--- config.mk ---
export PLATFORM = sky130hd
export DESIGN_NAME = if_fetch_stage
export DESIGN_NICKNAME = d
export VERILOG_FILES = /design/src/rtl/mips_pkg.sv /design/src/rtl/if_skid_buffer.sv /design/src/rtl/if_fetch_stage.sv
export SDC_FILE = /design/constraint.sdc
export NUM_CORES = 1
export LEC_CHECK = 0
export BUFFER_PORTS_ARGS = -buffer_cell sky130_fd_sc_hd__buf_2
export CAP_MARGIN = 25
export CORE_ASPECT_RATIO = 0.8
export CORE_MARGIN = 4
export CORE_UTILIZATION = 42
export DETAILED_ROUTE_END_ITERATION = 7
export GPL_TIMING_DRIVEN = 0
export PLACE_DENSITY = 0.72
export RECOVER_POWER = 100
export SETUP_SLACK_MARGIN = 0.02
export SLEW_MARGIN = 30
export SYNTH_ARGS = -nofsm -noshare
export SYNTH_HDL_FRONTEND = slang
export SYNTH_SLANG_ARGS = --single-unit
export TNS_END_PERCENT = 20
--- constraint.sdc ---
create_clock -name clk -period 4.3 [get_ports clk]
set_input_delay 0.43 -clock clk [delete_from_list [all_inputs] [get_ports clk]]
set_output_delay 0.43 -clock clk [all_outputs]
set_load 0.1 [all_outputs]
--- src/rtl/mips_pkg.sv ---
// Shared MIPS core definitions used by the instruction fetch stage.
package mips_pkg;

  localparam logic [31:0] NOP_INSTR = 32'h0000_0000;
  localparam logic [31:0] PC_STEP   = 32'd4;

  typedef enum logic {
    REQ  = 1'b0,
    HOLD = 1'b1
  } fetch_state_t;

endpackage

--- src/rtl/if_skid_buffer.sv ---
// One-entry {instruction, pc_plus4} holding register that parks a fetched word
// while ID is stalled. load has priority over drop.
module if_skid_buffer
  import mips_pkg::*;
(
  input  logic        clk,
  input  logic        rst,
  input  logic        load,
  input  logic        drop,
  input  logic [31:0] instr_in,
  input  logic [31:0] pc_plus4_in,
  output logic [31:0] instr_out,
  output logic [31:0] pc_plus4_out,
  output logic        valid_out
);

  logic [31:0] instr_q, instr_d;
  logic [31:0] pc_plus4_q, pc_plus4_d;
  logic        valid_q, valid_d;

  always_comb begin
    instr_d    = instr_q;
    pc_plus4_d = pc_plus4_q;
    valid_d    = valid_q;
    if (load) begin
      instr_d    = instr_in;
      pc_plus4_d = pc_plus4_in;
      valid_d    = 1'b1;
    end else if (drop) begin
      valid_d = 1'b0;
    end
  end

  always_ff @(posedge clk) begin
    if (rst) begin
      instr_q    <= NOP_INSTR;
      pc_plus4_q <= 32'h0;
      valid_q    <= 1'b0;
    end else begin
      instr_q    <= instr_d;
      pc_plus4_q <= pc_plus4_d;
      valid_q    <= valid_d;
    end
  end

  assign instr_out    = instr_q;
  assign pc_plus4_out = pc_plus4_q;
  assign valid_out    = valid_q;

endmodule

--- src/rtl/if_fetch_stage.sv ---
// MIPS instruction fetch stage with IF/ID register, skid buffer and redirect handling.
// Define FETCH_DELAY_SLOT_EN to execute the branch delay slot instead of flushing it.
module if_fetch_stage
  import mips_pkg::*;
#(
  parameter logic [31:0] RESET_PC = 32'h0000_0000
) (
  input  logic        clk,
  input  logic        rst,
  input  logic        stall_id,
  input  logic        branch_taken,
  input  logic [31:0] branch_target,
  input  logic        jump_taken,
  input  logic [25:0] jump_address,
  output logic        imem_req,
  output logic [31:0] imem_addr,
  input  logic        imem_ready,
  input  logic [31:0] imem_rdata,
  output logic [31:0] instruction_if_id,
  output logic [31:0] pc_plus4_if_id,
  output logic        valid_if_id
);

  fetch_state_t state_q, state_d;
  logic [31:0]  pc_q, pc_d;
  logic         redir_pend_q, redir_pend_d;
  logic [31:0]  redir_pc_q, redir_pc_d;
  logic [31:0]  instr_q, instr_d;
  logic [31:0]  pc_plus4_q, pc_plus4_d;
  logic         valid_q, valid_d;

  logic         skid_load, skid_drop, skid_valid;
  logic [31:0]  skid_instr, skid_pc_plus4;
  logic         redirect;
  logic [31:0]  redirect_pc, seq_pc;

  assign redirect    = ~stall_id & (branch_taken | jump_taken);
  assign redirect_pc = branch_taken ? (branch_target & ~32'h3)
                                    : {pc_plus4_q[31:28], jump_address, 2'b00};
  assign seq_pc      = pc_q + PC_STEP;
  assign imem_req    = (state_q == REQ) & ~rst;
  assign imem_addr   = pc_q;

`ifdef FETCH_DELAY_SLOT_EN
  // redir_pend_q: a redirect waiting for its delay-slot word to be accepted.
  logic [31:0] accept_pc;
  assign accept_pc = redirect ? redirect_pc : (redir_pend_q ? redir_pc_q : seq_pc);
`endif

  if_skid_buffer u_skid (
    .clk          (clk),
    .rst          (rst),
    .load         (skid_load),
    .drop         (skid_drop),
    .instr_in     (imem_rdata),
    .pc_plus4_in  (seq_pc),
    .instr_out    (skid_instr),
    .pc_plus4_out (skid_pc_plus4),
    .valid_out    (skid_valid)
  );

  always_comb begin
    state_d      = state_q;
    pc_d         = pc_q;
    redir_pend_d = redir_pend_q;
    redir_pc_d   = redir_pc_q;
    instr_d      = instr_q;
    pc_plus4_d   = pc_plus4_q;
    valid_d      = valid_q;
    skid_load    = 1'b0;
    skid_drop    = 1'b0;
`ifdef FETCH_DELAY_SLOT_EN
    case (state_q)
      REQ: begin
        if (imem_ready && stall_id) begin
          skid_load = 1'b1;
          state_d   = HOLD;
        end else if (imem_ready) begin
          instr_d      = imem_rdata;
          pc_plus4_d   = seq_pc;
          valid_d      = 1'b1;
          pc_d         = accept_pc;
          redir_pend_d = 1'b0;
        end else if (!stall_id) begin
          instr_d = NOP_INSTR;
          valid_d = 1'b0;
          if (redirect) begin
            redir_pend_d = 1'b1;
            redir_pc_d   = redirect_pc;
          end
        end
      end
      HOLD: begin
        if (!stall_id && skid_valid) begin
          instr_d      = skid_instr;
          pc_plus4_d   = skid_pc_plus4;
          valid_d      = 1'b1;
          pc_d         = accept_pc;
          redir_pend_d = 1'b0;
          skid_drop    = 1'b1;
          state_d      = REQ;
        end
      end
      default: state_d = REQ;
    endcase
`else
    // redir_pend_q is the kill flag: the outstanding response is stale and
    // redir_pc_q is loaded into the PC once it has been absorbed.
    case (state_q)
      REQ: begin
        if (redirect) begin
          instr_d = NOP_INSTR;
          valid_d = 1'b0;
          if (imem_ready) begin
            pc_d         = redirect_pc;
            redir_pend_d = 1'b0;
          end else begin
            redir_pend_d = 1'b1;
            redir_pc_d   = redirect_pc;
          end
        end else if (imem_ready && redir_pend_q) begin
          pc_d         = redir_pc_q;
          redir_pend_d = 1'b0;
          if (!stall_id) begin
            instr_d = NOP_INSTR;
            valid_d = 1'b0;
          end
        end else if (imem_ready && stall_id) begin
          skid_load = 1'b1;
          state_d   = HOLD;
        end else if (imem_ready) begin
          instr_d    = imem_rdata;
          pc_plus4_d = seq_pc;
          valid_d    = 1'b1;
          pc_d       = seq_pc;
        end else if (!stall_id) begin
          instr_d = NOP_INSTR;
          valid_d = 1'b0;
        end
      end
      HOLD: begin
        if (redirect) begin
          skid_drop = 1'b1;
          instr_d   = NOP_INSTR;
          valid_d   = 1'b0;
          pc_d      = redirect_pc;
          state_d   = REQ;
        end else if (!stall_id && skid_valid) begin
          instr_d    = skid_instr;
          pc_plus4_d = skid_pc_plus4;
          valid_d    = 1'b1;
          pc_d       = seq_pc;
          skid_drop  = 1'b1;
          state_d    = REQ;
        end
      end
      default: state_d = REQ;
    endcase
`endif
  end

  always_ff @(posedge clk) begin
    if (rst) begin
      state_q      <= REQ;
      pc_q         <= RESET_PC;
      redir_pend_q <= 1'b0;
      redir_pc_q   <= RESET_PC;
      instr_q      <= NOP_INSTR;
      pc_plus4_q   <= 32'h0;
      valid_q      <= 1'b0;
    end else begin
      state_q      <= state_d;
      pc_q         <= pc_d;
      redir_pend_q <= redir_pend_d;
      redir_pc_q   <= redir_pc_d;
      instr_q      <= instr_d;
      pc_plus4_q   <= pc_plus4_d;
      valid_q      <= valid_d;
    end
  end

  assign instruction_if_id = instr_q;
  assign pc_plus4_if_id    = pc_plus4_q;
  assign valid_if_id       = valid_q;

endmodule

### After elaboration in Yosys (flattened, before gate mapping)

Cells that the tools add are included.

* eq/ne operators: 10
* bitwise gates (word level): 7
* add/subtract/negate cells: 1
* reduce and logical (&&, ||, !) cells: 11
* muxes and demuxes: 45

Operators by type and width (count)
* $mux 32: 19
* $pmux 32 s2: 3
* $add 32x3->32 const B: 1
* $mux 1: 21
* $ne 2x2->1 const B: 5
* $reduce_and 6->1: 1
* $ne 4x2->1 const B: 1
* $ne 4x4->1 const B: 1
* $not 1->1: 4
* $pmux 1 s2: 2
* $reduce_and 2->1: 2
* $reduce_and 4->1: 1
* $reduce_bool 2->1: 2
* $logic_and 1x1->1: 3
* $ne 3x1->1 const B: 1
* $ne 3x3->1 const B: 1
* $reduce_and 3->1: 1
* $and 1x1->1: 2
* $ne 2x1->1 const B: 1
* $logic_not 1->1: 1
* $or 1x1->1: 1

* logic and storage cells: 84
* flip-flop bits (word level): 196

### Longest topological paths before layout

* depth in word-level cells: 7
* mapped depth: 8

### By module

Synthesis repeated with hierarchy kept, for this count alone.

* cell total of the unflattened synthesis: 1055
* area total of the unflattened synthesis: 9236.4 sq um

By module, submodules not included
* if_fetch_stage: area an instance 6891.6 sq um, cells an instance 845, instances 1
* if_skid_buffer: area an instance 2344.7 sq um, cells an instance 210, instances 1

### Worst setup path before layout

Ideal clock, no wire load.

* path type: register -> register
* from: reg state_q
* to: reg pc_plus4_q[20], in the netlist pc_plus4_if_id[20]
* cell stages (with the launch flop): 6
* arrival: 2.745 ns
* clock period less this slack: 2.831 ns
* library setup time: 0.086 ns
* path buffers: 2
* setup slack: 1.469 ns
* required time: 4.214 ns
* path through: dfxtp_1 -> buf_2 -> clkbuf_1 -> nor2_1 -> nand2_1 -> o22ai_1

* longest elaborated chain between the ends: 3

Ends and longest elaborated chain
* start: declaration: RTL line if_fetch_stage.sv:24 `fetch_state_t state_q, state_d;`
* start signal: assignment: RTL line if_fetch_stage.sv:172 `state_q <= state_d;`
* $not 1->1 (no line)
* $ne 2x2->1 (no line)
* $reduce_and 6->1 (no line)
* end signal: assignment: RTL line if_fetch_stage.sv:177 `pc_plus4_q <= pc_plus4_d;`
* end: declaration: RTL line if_fetch_stage.sv:29 `logic [31:0] pc_plus4_q, pc_plus4_d;`

Parallel ways exist; a longest one is shown, timed or not.
A chain may end at the register's enable or synchronous reset.

### Worst setup path after layout

* from: reg pc_q[2], in the netlist imem_addr[2]
* to: reg pc_plus4_q[12], in the netlist pc_plus4_if_id[12]

* longest elaborated chain between the ends: 6

Ends and longest elaborated chain
* start: declaration: RTL line if_fetch_stage.sv:25 `logic [31:0] pc_q, pc_d;`
* start signal: assignment: RTL line if_fetch_stage.sv:173 `pc_q <= pc_d;`
* $add 32x3->32: RTL line if_fetch_stage.sv:40 `assign seq_pc = pc_q + PC_STEP;`
* $mux 32: RTL line if_fetch_stage.sv:131 `end else if (imem_ready) begin`
* $mux 32: RTL line if_fetch_stage.sv:128 `end else if (imem_ready && stall_id) begin`
* $mux 32: RTL line if_fetch_stage.sv:121 `end else if (imem_ready && redir_pend_q) begin`
* $mux 32: RTL line if_fetch_stage.sv:111 `if (redirect) begin`
* $pmux 32 s2: RTL line if_fetch_stage.sv:109 `case (state_q)`

No other way between the ends. The select of a mux whose other input is x is not followed.

==> reports/summary.json <==
{
  "setup.worst_path.end_class": {"value": "register"},
  "setup_viol": {"value": 0},
  "post_synth_instance_area": {"value": 0.008847, "unit": "mm^2"},
  "ys_async_sr_fraction": {"value": 0, "unit": "%"},
  "path_buf_inv": {"value": 0},
  "p_comb_share": {"value": 19.8, "unit": "%"},
  "fp.dieW": {"value": 170.3, "unit": "um"},
  "drt_drc_violations_left": {"value": 0},
  "routed_wire_length_per_instance": {"value": 19.67, "unit": "um"},
  "proportion_of_power_drawn_by_the_clock_network": {"value": 36.4, "unit": "%"},
  "dp_hpwl": {"value": 22270, "unit": "um"},
  "cts_tree": {"value": "yes"},
  "setup.worst_path.start_class": {"value": "register"},
  "antenna-diode-count": {"value": 0},
  "relative_max_transition_margin": {"value": 14.86, "unit": "%"},
  "grt_max_degree": {"value": 19},
  "r2r_start": {"value": "imem_addr[2]"},
  "required": {"value": 4.68, "unit": "ns"},
  "critical_path.top_delay_family": {"value": "simple AND/OR/NAND/NOR gates"},
  "cts_root_buffer": {"value": "clkbuf_16"},
  "cellLeakagePower": {"value": 3.843, "unit": "nW"},
  "setup-tns-final": {"value": 0, "unit": "ns"},
  "cts_inserted_buffers": {"value": 17},
  "die_area": {"value": 0.02347, "unit": "mm^2"},
  "path_clk_slew": {"value": 0.08, "unit": "ns"},
  "grt_setup_unrepaired": {"value": "false"},
  "placement_rows": {"value": 47},
  "max_freq": {"value": 306.8, "unit": "MHz"},
  "initial_antenna_violation_count": {"value": 0},
  "final_layout_size_suffix_gt1_share": {"value": 12.81, "unit": "%"},
  "port_buffers": {"value": 186},
  "path_class": {"value": "reg -> reg"},
  "cts-hold-fix-buffers": {"value": 0},
  "clock_tree.htree_level_count": {"value": 4},
  "start_util": {"value": 42.74, "unit": "%"},
  "via_count_of_the_first_global_routing_pass": {"value": 7915},
  "final_clock_skew": {"value": 0.01063, "unit": "ns"},
  "crit_fanout": {"value": 9},
  "syn-instance-count": {"value": 1044},
  "timing.critical_path.slowest_cell_delay": {"value": 0.83, "unit": "ns"},
  "first_pass_iters": {"value": 8},
  "timing.critical_path.to": {"value": "pc_plus4_if_id[12]"},
  "syn2layout_area_growth": {"value": 18.81, "unit": "%"},
  "overall_track_demand_over_capacity_in_global_routing": {"value": 24.83, "unit": "%"},
  "final.period_utilization": {"value": 75.80, "unit": "%"},
  "die-height": {"value": 137.8, "unit": "um"},
  "worst_ep_arrival_time": {"value": 3.64, "unit": "ns"},
  "post_drt_via_cell_ratio": {"value": 5.801},
  "critical_path.slowest_cell": {"value": "nor3_1"},
  "hold_class": {"value": "in -> reg"},
  "ys_types": {"value": 68},
  "synth.largest_area_cell": {"value": "dfxtp_1"},
  "synth_ff_type": {"value": "dfxtp_1"},
  "outcome": {"value": "complete, no violations"},
  "cp_cell_sequence": {"value": "ha_1, nand3_1, nor3_1, xnor2_1, a2111oi_0, a31o_2"},
  "minimum_clock_period_after_layout": {"value": 3.259, "unit": "ns"},
  "r2r_cells": {"value": 6},
  "worstSetupStartpoint": {"value": "imem_addr[2]"},
  "nNetsFinal": {"value": 1349},
  "switchingPower": {"value": 1.480, "unit": "mW"},
  "synth_top_area_share": {"value": 42.54, "unit": "%"},
  "worstSetupPathDepth": {"value": 6},
  "top_level_ports": {"value": 194},
  "finalHoldViolCount": {"value": 0},
  "share_seq_of_total_power": {"value": 43.8, "unit": "%"},
  "p_int": {"value": 2.862, "unit": "mW"},
  "yosysSeqAreaShare": {"value": 42.54, "unit": "%"},
  "drv.max_cap_violation_count": {"value": 0},
  "wire_length_of_the_first_global_routing_pass": {"value": 45170, "unit": "um"},
  "power-per-cell-area": {"value": 413.2, "unit": "mW/mm^2"},
  "wirelength": {"value": 30180, "unit": "um"},
  "post_synth_most_frequent_cells": {"value": "188 x dfxtp_1, 139 x nor2_1, 106 x nand2_1, 79 x a21oi_1, 64 x clkbuf_1"},
  "globalRoute.totalOverflow": {"value": 0},
  "r2r_end": {"value": "pc_plus4_if_id[12]"},
  "count_of_flip_flops_with_a_built_in_enable_after_synthesis": {"value": 0},
  "slew_worst_pin": {"value": 1.283, "unit": "ns"},
  "cts-resized-gates": {"value": 0},
  "ys_ff_latch": {"value": 188},
  "syn-mean-instance-area": {"value": 8.474, "unit": "um^2"},
  "slew_viol_final": {"value": 0},
  "clock_insertion_delay_worst_skew": {"value": 0.44, "unit": "ns"},
  "yosysWarnings": {"value": 0},
  "detailedRoute.firstIterationViolations": {"value": 1034},
  "max-clock-path-buffers": {"value": 2},
  "ff2ff_setup_slack": {"value": 1.04, "unit": "ns"},
  "drt.antenna.violating_nets": {"value": 0},
  "cts_setup_buffers": {"value": 0},
  "worst_ir_drop_vdd": {"value": 0.2955, "unit": "mV"},
  "yosys.cell_count.top_type": {"value": "dfxtp_1"},
  "gp_congestion": {"value": 0.9654},
  "coreArea": {"value": 0.02070, "unit": "mm^2"},
  "synth.area.top_cells": {"value": "dfxtp_1 43%, nor2_1 5.9%, nand2_1 4.5%, a21oi_1 4.5%, mux2i_1 4.2%"},
  "clock_sinks": {"value": 188},
  "hold-worst-slack": {"value": 0.2321, "unit": "ns"},
  "switching_share": {"value": 34.09, "unit": "%"},
  "route.vias.total": {"value": 8898}
}
## worst register-to-register path, delay by kind of cell, from the launching register on
family          cells  cell delay, ns
xor+xnor            1            0.30
fa+ha+maj           1            0.27
flops               1            0.58
compound gates      2            0.98
simple gates        2            1.07
## layout by cell type, fill, tap and decap left out, types with 6 or more instances in the layout
| cell | n |
|---|---|
| nor2_1 | 139 |
| and4_1 | 7 |
| dfxtp_1 | 188 |
| o22ai_1 | 12 |
| inv_1 | 8 |
| nand2b_1 | 7 |
| o2bb2ai_1 | 12 |
| nor3_1 | 30 |
| nand3_1 | 23 |
| mux2_2 | 9 |
| a211oi_1 | 50 |
| nor4_1 | 9 |
| nand4_1 | 8 |
| xor2_1 | 8 |
| o21ai_0 | 25 |
| a21oi_1 | 79 |
| buf_2 | 102 |
| nand2_1 | 106 |
| mux2i_1 | 37 |
| a22o_1 | 32 |
| a222oi_1 | 6 |
| and3_1 | 21 |
| a31oi_1 | 9 |
| a22oi_1 | 39 |
| clkbuf_1 | 171 |
| clkbuf_16 | 17 |
| xnor2_1 | 18 |
## final cells by class
| cell class | instances | area [um^2] |
|---|---|---|
| clock buffers | 17 | 425.4 |
| flip-flops and latches | 188 | 3764 |
| multi-input cells | 755 | 4573 |
| plain buffers | 95 | 406.6 |
| fillers | 2074 | 10190 |
| well taps | 269 | 336.6 |
| repair buffers | 186 | 812.0 |
| clock inverters | 15 | 160.2 |
| inverters | 9 | 33.78 |
## metrics by stage
| stage | setup slack, ns | area (um^2) | instances | total power [mW] | util, % |
|---|---|---|---|---|---|
| 6_report | 1.041 | 10510 | 1534 | 4.343 | 50.78 |
| 5_1_grt | 0.9607 | 10510 | 1534 | 4.494 | 50.78 |
| 4_1_cts | 1.709 | 10710 | 1534 | 4.352 | 51.75 |
| 3_5_place_dp | 1.720 | 10130 | 1502 | 2.805 | 48.92 |
| 3_3_place_gp | 1.749 | 10130 | 1502 | 2.792 | 48.92 |
| 2_1_floorplan | 1.469 | 8859 | 1047 | 2.565 | - |
## registers in the layout, summed over array words and instances (netlist names)
| register | flops |
|---|---|
| u_skid.instr_out | 32 |
| redir_pc_q | 30 |
| imem_addr | 30 |
| state_q | 1 |
| instruction_if_id | 32 |
| u_skid.pc_plus4_out | 30 |
| u_skid.valid_out | 1 |
| valid_if_id | 1 |
| pc_plus4_if_id | 30 |
| redir_pend_q | 1 |
## logic make-up (layout without fill, tap and decap cells)
| logic type | Yosys count | after routing | synth area share (%) |
|---|---|---|---|
| simple gates | 372 | 372 | 19.98 |
| compound gates | 306 | 306 | 24.16 |
| flops | 188 | 188 | 42.54 |
| buf+inv | 104 | 322 | 5.233 |
| mux | 46 | 46 | 5.332 |
| xor+xnor | 26 | 26 | 2.574 |
| fa+ha+maj | 1 | 1 | 0.1414 |
| other cells | 1 | 4 | 0.04239 |
## routing by layer
metal,track usage [%],part of all wire [%],up-vias
met2,36.52,43,461
met3,6.110,9.9,31
met1,36.77,45,4169
li1,-,-,4237
met4,5.322,1.4,0
met5,0,0,-
## power groups by stage
stage	registers, mW	logic [mW]	clock network (mW)
after floorplan	2.18	0.380	0
after global placement	1.94	0.855	0
after detailed placement	1.94	0.865	0
after CTS	1.90	0.867	1.58
after global routing	1.91	0.914	1.67
final	1.90	0.860	1.58
## how the worst min path moves through the flow
stage	startpoint	to	slack [ns]	cells past startpoint
6_report	imem_rdata[14]	u_skid.instr_out[14]	0.23	3
2_1_floorplan	u_skid.pc_plus4_out[3]	u_skid.pc_plus4_out[3]	0.44	2
4_1_cts	imem_rdata[14]	u_skid.instr_out[14]	0.22	3
3_3_place_gp	pc_plus4_if_id[10]	pc_plus4_if_id[10]	0.44	2
5_1_grt	imem_rdata[13]	u_skid.instr_out[13]	0.22	3
3_5_place_dp	pc_plus4_if_id[10]	pc_plus4_if_id[10]	0.45	2
Note: power is estimated with default switching activity, not from simulation.
